--- src/rtl/coupled_pkg.sv ---
// rtl/coupled_pkg.sv - shared types and weight helpers for the coupled oscillator cell
// Contents:
//   path_state_e  : delay path state (IDLE / PENDING)
//   weight_dec_t  : decoded weight {sign, magnitude, err}
//   decode_weight : offset-binary code -> signed coupling; out-of-range codes decode as zero
//   slow_amount   : number of slow-down units for one capture
package coupled_pkg;

    localparam int CODE_W = 8;
    localparam int MAG_W  = 8;

    typedef enum logic {
        PATH_IDLE    = 1'b0,
        PATH_PENDING = 1'b1
    } path_state_e;

    typedef struct packed {
        logic             sign;  // 1 = negative coupling
        logic [MAG_W-1:0] mag;
        logic             err;
    } weight_dec_t;

    function automatic weight_dec_t decode_weight(input logic [CODE_W-1:0] code,
                                                  input logic [MAG_W-1:0]  num_weight);
        weight_dec_t     dec;
        logic [CODE_W:0] max_code;
        max_code = {1'b0, num_weight} << 1;
        dec      = '0;
        if ({1'b0, code} > max_code) begin
            dec.err = 1'b1;
        end else if (code >= num_weight) begin
            dec.mag = code - num_weight;
        end else begin
            dec.sign = 1'b1;
            dec.mag  = num_weight - code;
        end
        return dec;
    endfunction

    // Positive coupling slows disagreeing rings, negative coupling slows agreeing ones.
    function automatic logic [MAG_W-1:0] slow_amount(input logic             sign,
                                                     input logic [MAG_W-1:0] mag,
                                                     input logic             mismatch);
        return (sign ^ mismatch) ? mag : '0;
    endfunction

endpackage

--- src/rtl/coupled_delay_path.sv ---
// rtl/coupled_delay_path.sv - one ring path: edge capture, programmable delay, cancel
// Ports:
//   clk, rstn  : clock, asynchronous active-low reset
//   in_i       : ring input bit
//   mismatch_i : input disagrees with the opposite ring's registered output
//   sign_i     : coupling sign (1 = negative)
//   mag_i      : coupling magnitude
//   out_o      : registered ring output
//   busy_o     : path is PENDING
module coupled_delay_path
    import coupled_pkg::*;
#(
    parameter int DELAY_STEP = 2,
    parameter int CNT_W      = 3
) (
    input  logic             clk,
    input  logic             rstn,
    input  logic             in_i,
    input  logic             mismatch_i,
    input  logic             sign_i,
    input  logic [MAG_W-1:0] mag_i,
    output logic             out_o,
    output logic             busy_o
);

    path_state_e      state_q;
    logic             out_q;
    logic             target_q;
    logic [CNT_W-1:0] cnt_q;

    logic [MAG_W-1:0] slow;
    logic [CNT_W-1:0] load_val;

    assign slow = slow_amount(sign_i, mag_i, mismatch_i);
    // Capture edge itself counts as the first delay cycle, hence the -1.
    assign load_val = CNT_W'(int'(slow) * DELAY_STEP - 1);

    always_ff @(posedge clk or negedge rstn) begin
        if (!rstn) begin
            state_q  <= PATH_IDLE;
            out_q    <= 1'b0;
            target_q <= 1'b0;
            cnt_q    <= '0;
        end else begin
            case (state_q)
                PATH_IDLE: begin
                    if (in_i != out_q) begin
                        if (slow == '0) begin
                            out_q <= in_i;
                        end else begin
                            target_q <= in_i;
                            cnt_q    <= load_val;
                            state_q  <= PATH_PENDING;
                        end
                    end
                end
                PATH_PENDING: begin
                    // Input reverted before the delay expired: swallow the pulse.
                    if (in_i != target_q) begin
                        state_q <= PATH_IDLE;
                    end else if (cnt_q == '0) begin
                        out_q   <= target_q;
                        state_q <= PATH_IDLE;
                    end else begin
                        cnt_q <= cnt_q - 1'b1;
                    end
                end
            endcase
        end
    end

    assign out_o  = out_q;
    assign busy_o = (state_q == PATH_PENDING);

endmodule

--- src/rtl/sync_coupled_cell.sv ---
// rtl/sync_coupled_cell.sv - coupled oscillator cell: weight register, handshake, two delay paths
// Ports:
//   clk, rstn                  : clock, asynchronous active-low reset
//   weight, weight_valid       : offset-binary weight code offer
//   weight_ready               : both paths idle, offer can be taken
//   weight_err                 : latched code is out of range (treated as zero coupling)
//   sin -> sout, din -> dout   : source and destination ring bits
//   s_busy, d_busy             : path PENDING flags
module sync_coupled_cell
    import coupled_pkg::*;
#(
    parameter int NUM_WEIGHT   = 2,
    parameter int WEIGHT_WIDTH = $clog2(2 * NUM_WEIGHT + 1),
    parameter int DELAY_STEP   = 2
) (
    input  logic                    clk,
    input  logic                    rstn,
    input  logic [WEIGHT_WIDTH-1:0] weight,
    input  logic                    weight_valid,
    output logic                    weight_ready,
    output logic                    weight_err,
    input  logic                    sin,
    input  logic                    din,
    output logic                    sout,
    output logic                    dout,
    output logic                    s_busy,
    output logic                    d_busy
);

    localparam int CNT_W = $clog2(NUM_WEIGHT * DELAY_STEP + 1);

    logic [WEIGHT_WIDTH-1:0] weight_q;
    logic                    weight_err_q;
    weight_dec_t             cur_dec;
    weight_dec_t             new_dec;
    logic                    unused_dec;

    assign cur_dec    = decode_weight(CODE_W'(weight_q), MAG_W'(NUM_WEIGHT));
    assign new_dec    = decode_weight(CODE_W'(weight), MAG_W'(NUM_WEIGHT));
    assign unused_dec = ^{cur_dec.err, new_dec.sign, new_dec.mag};

    // Only while no edge is in flight, so a pending delay is never retimed.
    assign weight_ready = !s_busy && !d_busy;

    always_ff @(posedge clk or negedge rstn) begin
        if (!rstn) begin
            weight_q     <= WEIGHT_WIDTH'(NUM_WEIGHT);
            weight_err_q <= 1'b0;
        end else if (weight_valid && weight_ready) begin
            weight_q     <= weight;
            weight_err_q <= new_dec.err;
        end
    end

    assign weight_err = weight_err_q;

    coupled_delay_path #(
        .DELAY_STEP (DELAY_STEP),
        .CNT_W      (CNT_W)
    ) u_s_path (
        .clk        (clk),
        .rstn       (rstn),
        .in_i       (sin),
        .mismatch_i (sin ^ dout),
        .sign_i     (cur_dec.sign),
        .mag_i      (cur_dec.mag),
        .out_o      (sout),
        .busy_o     (s_busy)
    );

    coupled_delay_path #(
        .DELAY_STEP (DELAY_STEP),
        .CNT_W      (CNT_W)
    ) u_d_path (
        .clk        (clk),
        .rstn       (rstn),
        .in_i       (din),
        .mismatch_i (din ^ sout),
        .sign_i     (cur_dec.sign),
        .mag_i      (cur_dec.mag),
        .out_o      (dout),
        .busy_o     (d_busy)
    );

endmodule

--- config.mk ---
export PLATFORM = sky130hd
export DESIGN_NAME = sync_coupled_cell
export DESIGN_NICKNAME = d
export VERILOG_FILES = /design/src/rtl/coupled_pkg.sv /design/src/rtl/coupled_delay_path.sv /design/src/rtl/sync_coupled_cell.sv
export SDC_FILE = /design/constraint.sdc
export NUM_CORES = 1
export LEC_CHECK = 0
export ABC_CLOCK_PERIOD_IN_PS = 4470
export CAP_MARGIN = 0
export CORE_MARGIN = 5
export CORE_UTILIZATION = 35
export CTS_CLUSTER_SIZE = 16
export DETAILED_ROUTE_END_ITERATION = 10
export PLACE_DENSITY = 0.55
export SLEW_MARGIN = 20
export SYNTH_ARGS = -nofsm -noshare
export SYNTH_HDL_FRONTEND = slang
export SYNTH_SLANG_ARGS = --single-unit
--- constraint.sdc ---
create_clock -name clk -period 4.47 [get_ports clk]
set_input_delay 0.894 -clock clk [delete_from_list [all_inputs] [get_ports clk]]
set_output_delay 0.894 -clock clk [all_outputs]
set_load 0.005 [all_outputs]
Yosys cells after proc, flatten, opt, wreduce, memory -nomap -nowiden
Index checks and enable logic that the tools add are counted. W data, S select, Z words.

Reductions and logical operators: 14. Equality and inequality tests: 16. Add/sub/neg operators: 6. Order comparisons: 3. Bitwise gates (word level): 8. Multiplexer cells: 36.

Operators by type and width (count): $mux W3 (8); $mux W8 (3); $mux W1 (18); $logic_not A8 Y1 (2); $ne A2 B2 Y1 const B (8); $reduce_and A4 Y1 (4); $pmux W3 S2 (2); $sub A3 B1 Y3 const B (4); $mux W9 (1); $ne A2 B1 Y1 const B (4); $pmux W1 S2 (4); $gt A3 B3 Y1 const B (2); $logic_not A3 Y1 (2); $reduce_and A3 Y1 (2); $ne A1 B1 Y1 (4); $not A1 Y1 (4); $sub A2 B3 Y4 const A (1); $sub A3 B2 Y4 const B (1); $xor A1 B1 Y1 (4); $ge A3 B2 Y1 const B (1); $logic_and A1 B1 Y1 (2); $logic_not A1 Y1 (2).

Input port bits: 8. Bits in registers: 16. Output and inout bits: 6.

Logic depth before layout (Yosys ltp)
Word-level depth: 9. Depth in mapped cells: 12. Depth with buffers taken out: 12.

Cells and area by module
A second synthesis with hierarchy kept.

Cell total of the unflattened synthesis: 118. Area total of the unflattened synthesis: 1169.9 µm².

Modules (own cells, without submodules): coupled_delay_path (cells each 47, area an instance 460.4 µm², sequential area each 150.1 µm², instances 2); sync_coupled_cell (cells each 24, area an instance 249.0 µm², sequential area each 101.3 µm², instances 1).

Least setup slack after synthesis
No wires, ideal clock.

Path kind: input to register. Start: input port sin. End: register u_s_path.target_q. Stages on the path: 10. Data required time: 4337 ps. Setup slack: 1572 ps. Buffers on the path: 1. Arrival time: 2765 ps. Cell sequence: buf_6 -> xor2_2 -> and4_4 -> or2_1 -> or3_2 -> ha_1 -> o21ai_0 -> o311a_1 -> mux2i_1 -> o211ai_1.

Longest elaborated chain between the ends: 6. Elaborated cells on any way between the ends: 7. Classes of those cells: eq/ne: 1; mux: 1; bitwise: 3; reduce/logical: 2.

RTL lines: from (decl) (line sync_coupled_cell.sv:22) `input logic sin,`; $xor A1 B1 Y1 (line sync_coupled_cell.sv:64) `.mismatch_i (sin ^ dout),`; $xor A1 B1 Y1 (line coupled_pkg.sv:44) `return (sign ^ mismatch) ? mag : '0;`; $mux W8 (line coupled_pkg.sv:44); $logic_not A8 Y1 (line coupled_delay_path.sv:48) `if (slow == '0) begin`; $not A1 Y1 (no line); $reduce_and A3 Y1 (no line); to (signal assigned) (line coupled_delay_path.sv:51) `target_q <= in_i;`; to (decl) (line coupled_delay_path.sv:28) `logic target_q;`.

Parallel ways exist; a longest one is shown, timed or not. A chain may end at the register's enable or synchronous reset.

Worst setup path after layout
Same ends and word-level chain as after synthesis.

==> parameters.txt <==
Parameter                              Value

Outcome
  Run status ... finished clean

Pwr
  Combinational power share ... 0.609
  Max rail drop VDD ... between 0.2 and 0.25 mV
  Sw Share ... 0.443
  Part of the power in registers ... 0.292
  Leakage Power ... approximately 0.00063 uW
  Internal power ... roughly 570 uW
  Switching component of the power ... roughly 450 uW
  Post-layout total power ... a little over 1000 uW
  Clock network fraction of design power ... 0.099
  Power Dens Cells ... 730 nW/um2

Layout
  Share of post-route cells with drive strength above 1 ... 0.101
  Area occupied by multi-input gates ... around 730 um2
  # diodes ... 0
  Final #Nets ... roughly 170
  Fillcell total ... about 370
  Non-filler cells in the finished layout ... approximately 200
  Synth-to-layout area growth ... 17.0%
  Register cell area after layout ... between 400 and 500 um2

Logic synthesis
  Yosys warnings ... 0
  Dominant cell type by area after synthesis ... sky130_fd_sc_hd__dfrtp_1
  Netlist cell types ... 45
  Number of cells produced by synthesis ... about 140
  Top cell types by occurrence after synthesis ... sky130_fd_sc_hd__dfrtp_1, sky130_fd_sc_hd__inv_1, sky130_fd_sc_hd__nor2_1, sky130_fd_sc_hd__o21ai_0
  Top-area cell type share of the netlist area ... 0.313
  Total of flip-flops plus latches after synthesis ... 16
  Netlist Area Pre-Place ... roughly 1200 um2
  Mean instance size in the synthesized netlist ... about 8.9 um2
  Most used DFF post-synth ... sky130_fd_sc_hd__dfrtp_1
  Cells taking the most area after synthesis ... sky130_fd_sc_hd__dfrtp_1, sky130_fd_sc_hd__ha_1, sky130_fd_sc_hd__o21ai_0, sky130_fd_sc_hd__inv_1, sky130_fd_sc_hd__nor2_1
  Share of synthesized flip-flops with an asynchronous set or reset ... 1.00
  Register area share after synthesis ... 0.334
  Most used standard cell by instance count after synthesis ... sky130_fd_sc_hd__dfrtp_1
  Number of synthesized flops with an enable pin ... 0
  Net Count, Synth ... between 150 and 200

Clock network
  CTS tree ... done
  Number of clock sinks ... 16
  Post-CTS setup repair buffer count ... 0
  CTS max path bufs ... 2
  Hold bufs inserted after CTS ... 0
  Cell chosen for the clock root ... sky130_fd_sc_hd__clkbuf_4
  Number of resized instances in the post-cts repair step ... 0
  Clock latency on the worst-skew pair ... a little under 0.3 ns
  CTS buffer count ... 3
  Total number of H-tree levels ... 1
  Clock transition at the registers of the reported paths ... around 0.11 ns

Routing
  Routed WL ... about 2300 um
  Count of routing violations after the opening detailed-route iteration ... 10
  Final routed DRC violation total ... 0
  Average wire per cell in the routed design ... 12.0 um
  Via count ... 994
  Routed via count divided by cell count ... between 5 and 6
  Routed Antenna Nets ... 0
  Number of detailed-route iterations in the first pass ... 4

Floorplan
  Number of rows created at floorplan ... 21
  Full die area ... 4700 um2
  Chip width ... 68.6 um
  Vert. Die Dim ... between 60 and 70 um
  Initial core utilization ... 0.360
  # IOs ... 14
  Core footprint ... between 3000 and 4000 um2

Min path
  Worst hold path class ... reg -> reg
  Min-delay src ... weight_err

Timing
  WHS ... between 0.5 and 0.6 ns
  Number of setup violations in the final report ... 0
  Relative slew slack ... 0.480
  Share of the cycle needed by the critical path after routing ... 0.714
  Slack of the critical path ... ~1.3 ns
  RSZ-0062 raised after global routing ... false
  Total negative setup slack ... 0 ns
  Timing-limited maximum frequency ... 0.313 GHz
  Post-route minimum period ... approximately 3.2 ns
  Final number of max-transition violations ... 0
  Final number of hold-violating endpoints ... 0
  Clock skew ... 0.00582 ns
  Actual transition at the worst max-transition pin ... 0.777 ns

Worst setup path
  Largest fanout on the critical path ... 7
  Cell family with the largest share of critical-path delay ... simple AND/OR/NAND/NOR gates
  Critical path startpoint category ... input pin
  Worst setup path class ... in -> reg
  Worst EP required ... between 4 and 5 ns
  Setup crit end kind ... flop
  FF-to-FF Start ... weight_q[1]
  Highest cell delay on the worst timing path ... around 0.55 ns
  Buffers plus inverters on the worst setup path ... 1
  Cell with the biggest individual delay on the critical path ... sky130_fd_sc_hd__clkdlybuf4s50_1
  First element of the critical path ... sin
  Arrival time of data at the critical path endpoint ... between 3 and 4 ns
  Cell breakdown of the critical path ... clkdlybuf4s50_1 > xor2_2 > and4_4 > or2_1 > or3_2 > ha_1 > o21ai_0 > o311a_1 > mux2i_1 > o211ai_1

Global routing
  Overall fraction of global-route tracks in use ... 0.117
  First-pass GRT wire length ... roughly 4200 um
  Maximum number of pins on one net before global-route repair ... 17
  Via count of the first global-routing pass ... ~960
  Initial antenna violation count ... 0
  Aggregate global routing overflow ... 0

Placement
  Placer's final routability congestion estimate ... around 0.74
  Post-Place Worst Slack ... 0.956 ns
  Cell count after placement ... approximately 190
  Number of buffers inserted by port buffering ... 13
  Post-DP HPWL ... about 1800 um

Run
  Count of max-cap constraint violations ... 0
-- area by class of cell --
type                            instances  area share
Inverter                               14      0.0374
Tap cell                               46      0.0410
Sequential cell                        16       0.286
Clock buffer                            4      0.0258
Multi-Input combinational cell        102       0.517
Timing Repair Buffer                   13      0.0926
-- metal layers --
layer  share of wire  global-route usage  vias up
li1                -                   -      505
met2            0.48               0.197       12
met3           0.028              0.0194        5
met1            0.47               0.149      472
met4           0.016              0.0447        0
met5               0                   0        -
-- per-stage QoR --
step                       util  cell area, um2
after detailed placement  0.410            1370
after CTS                 0.421            1410
final                     0.421            1410
after global placement    0.410            1370
after global routing      0.421            1410
after floorplan               -            1200
-- state kept, by name, summed over array words and instances (netlist names) --
signal	cells
u_d_path.cnt_q	3
u_s_path.cnt_q	3
weight_q	3
u_d_path.busy_o	1
u_d_path.out_o	1
u_d_path.target_q	1
u_s_path.busy_o	1
u_s_path.out_o	1
u_s_path.target_q	1
weight_err	1
-- worst min-delay path: cells and delay by family, from the launching register on --
kind	cells	cell delay, ns
AO/OA/AOI/OAI	1	0.07
flip-flops	1	0.36
AND/OR/NAND/NOR	1	0.05
-- power by group through the flow --
stage	sequential [uW]	combinational [uW]	clock, uW
final	299	625	101
after global routing	313	719	112
after detailed placement	305	632	0
after global placement	306	627	0
after floorplan	276	494	0
after CTS	303	635	106
-- path summary, 6_finish.rpt --
| kind | depth (start not counted) | slack (ns) | endpoint |
|---|---|---|---|
| worst max-delay path | 10 | 1.28 | u_s_path.target_q |
| worst min-delay path | 2 | 0.51 | weight_err |
| worst max register to register | 10 | 1.66 | u_s_path.target_q |
| worst min register to register | 2 | 0.51 | weight_err |
| max in group asynchronous | 1 | 2.94 | u_s_path.busy_o |
| min in group asynchronous | 1 | 1.04 | u_d_path.target_q |
-- logic make-up after synthesis --
| kind of cell | count (synthesis) | share of synthesized area |
|---|---|---|
| AO/OA/AOI/OAI | 36 | 0.209 |
| XOR/XNOR | 5 | 0.0427 |
| AND/OR/NAND/NOR | 46 | 0.206 |
| multiplexers | 6 | 0.0531 |
| flip-flops | 16 | 0.334 |
| adder cells (fa/ha/maj) | 9 | 0.0938 |
| buffers and inverters | 17 | 0.0604 |
-- cells in the final DEF, fill, tap and decap left out, types with 2 or more instances in the layout --
cell                               n
sky130_fd_sc_hd__o211ai_1          2
sky130_fd_sc_hd__ha_1              9
sky130_fd_sc_hd__nand3b_1          2
sky130_fd_sc_hd__clkdlybuf4s50_1  13
sky130_fd_sc_hd__xnor2_1           3
sky130_fd_sc_hd__o21ai_1           2
sky130_fd_sc_hd__o31a_1            2
sky130_fd_sc_hd__mux2_2            3
sky130_fd_sc_hd__nor3b_1           3
sky130_fd_sc_hd__o311ai_1          2
sky130_fd_sc_hd__nor2_1           12
sky130_fd_sc_hd__nor2b_1           4
sky130_fd_sc_hd__nand2b_1          3
sky130_fd_sc_hd__a31oi_1           3
sky130_fd_sc_hd__a21oi_1           3
sky130_fd_sc_hd__nand2_1           9
sky130_fd_sc_hd__mux2i_1           3
sky130_fd_sc_hd__nand3_1           5
sky130_fd_sc_hd__o21ai_0          12
sky130_fd_sc_hd__dfrtp_1          15
sky130_fd_sc_hd__clkbuf_4          3
sky130_fd_sc_hd__inv_1            13
(Power assumes the default switching activity.)
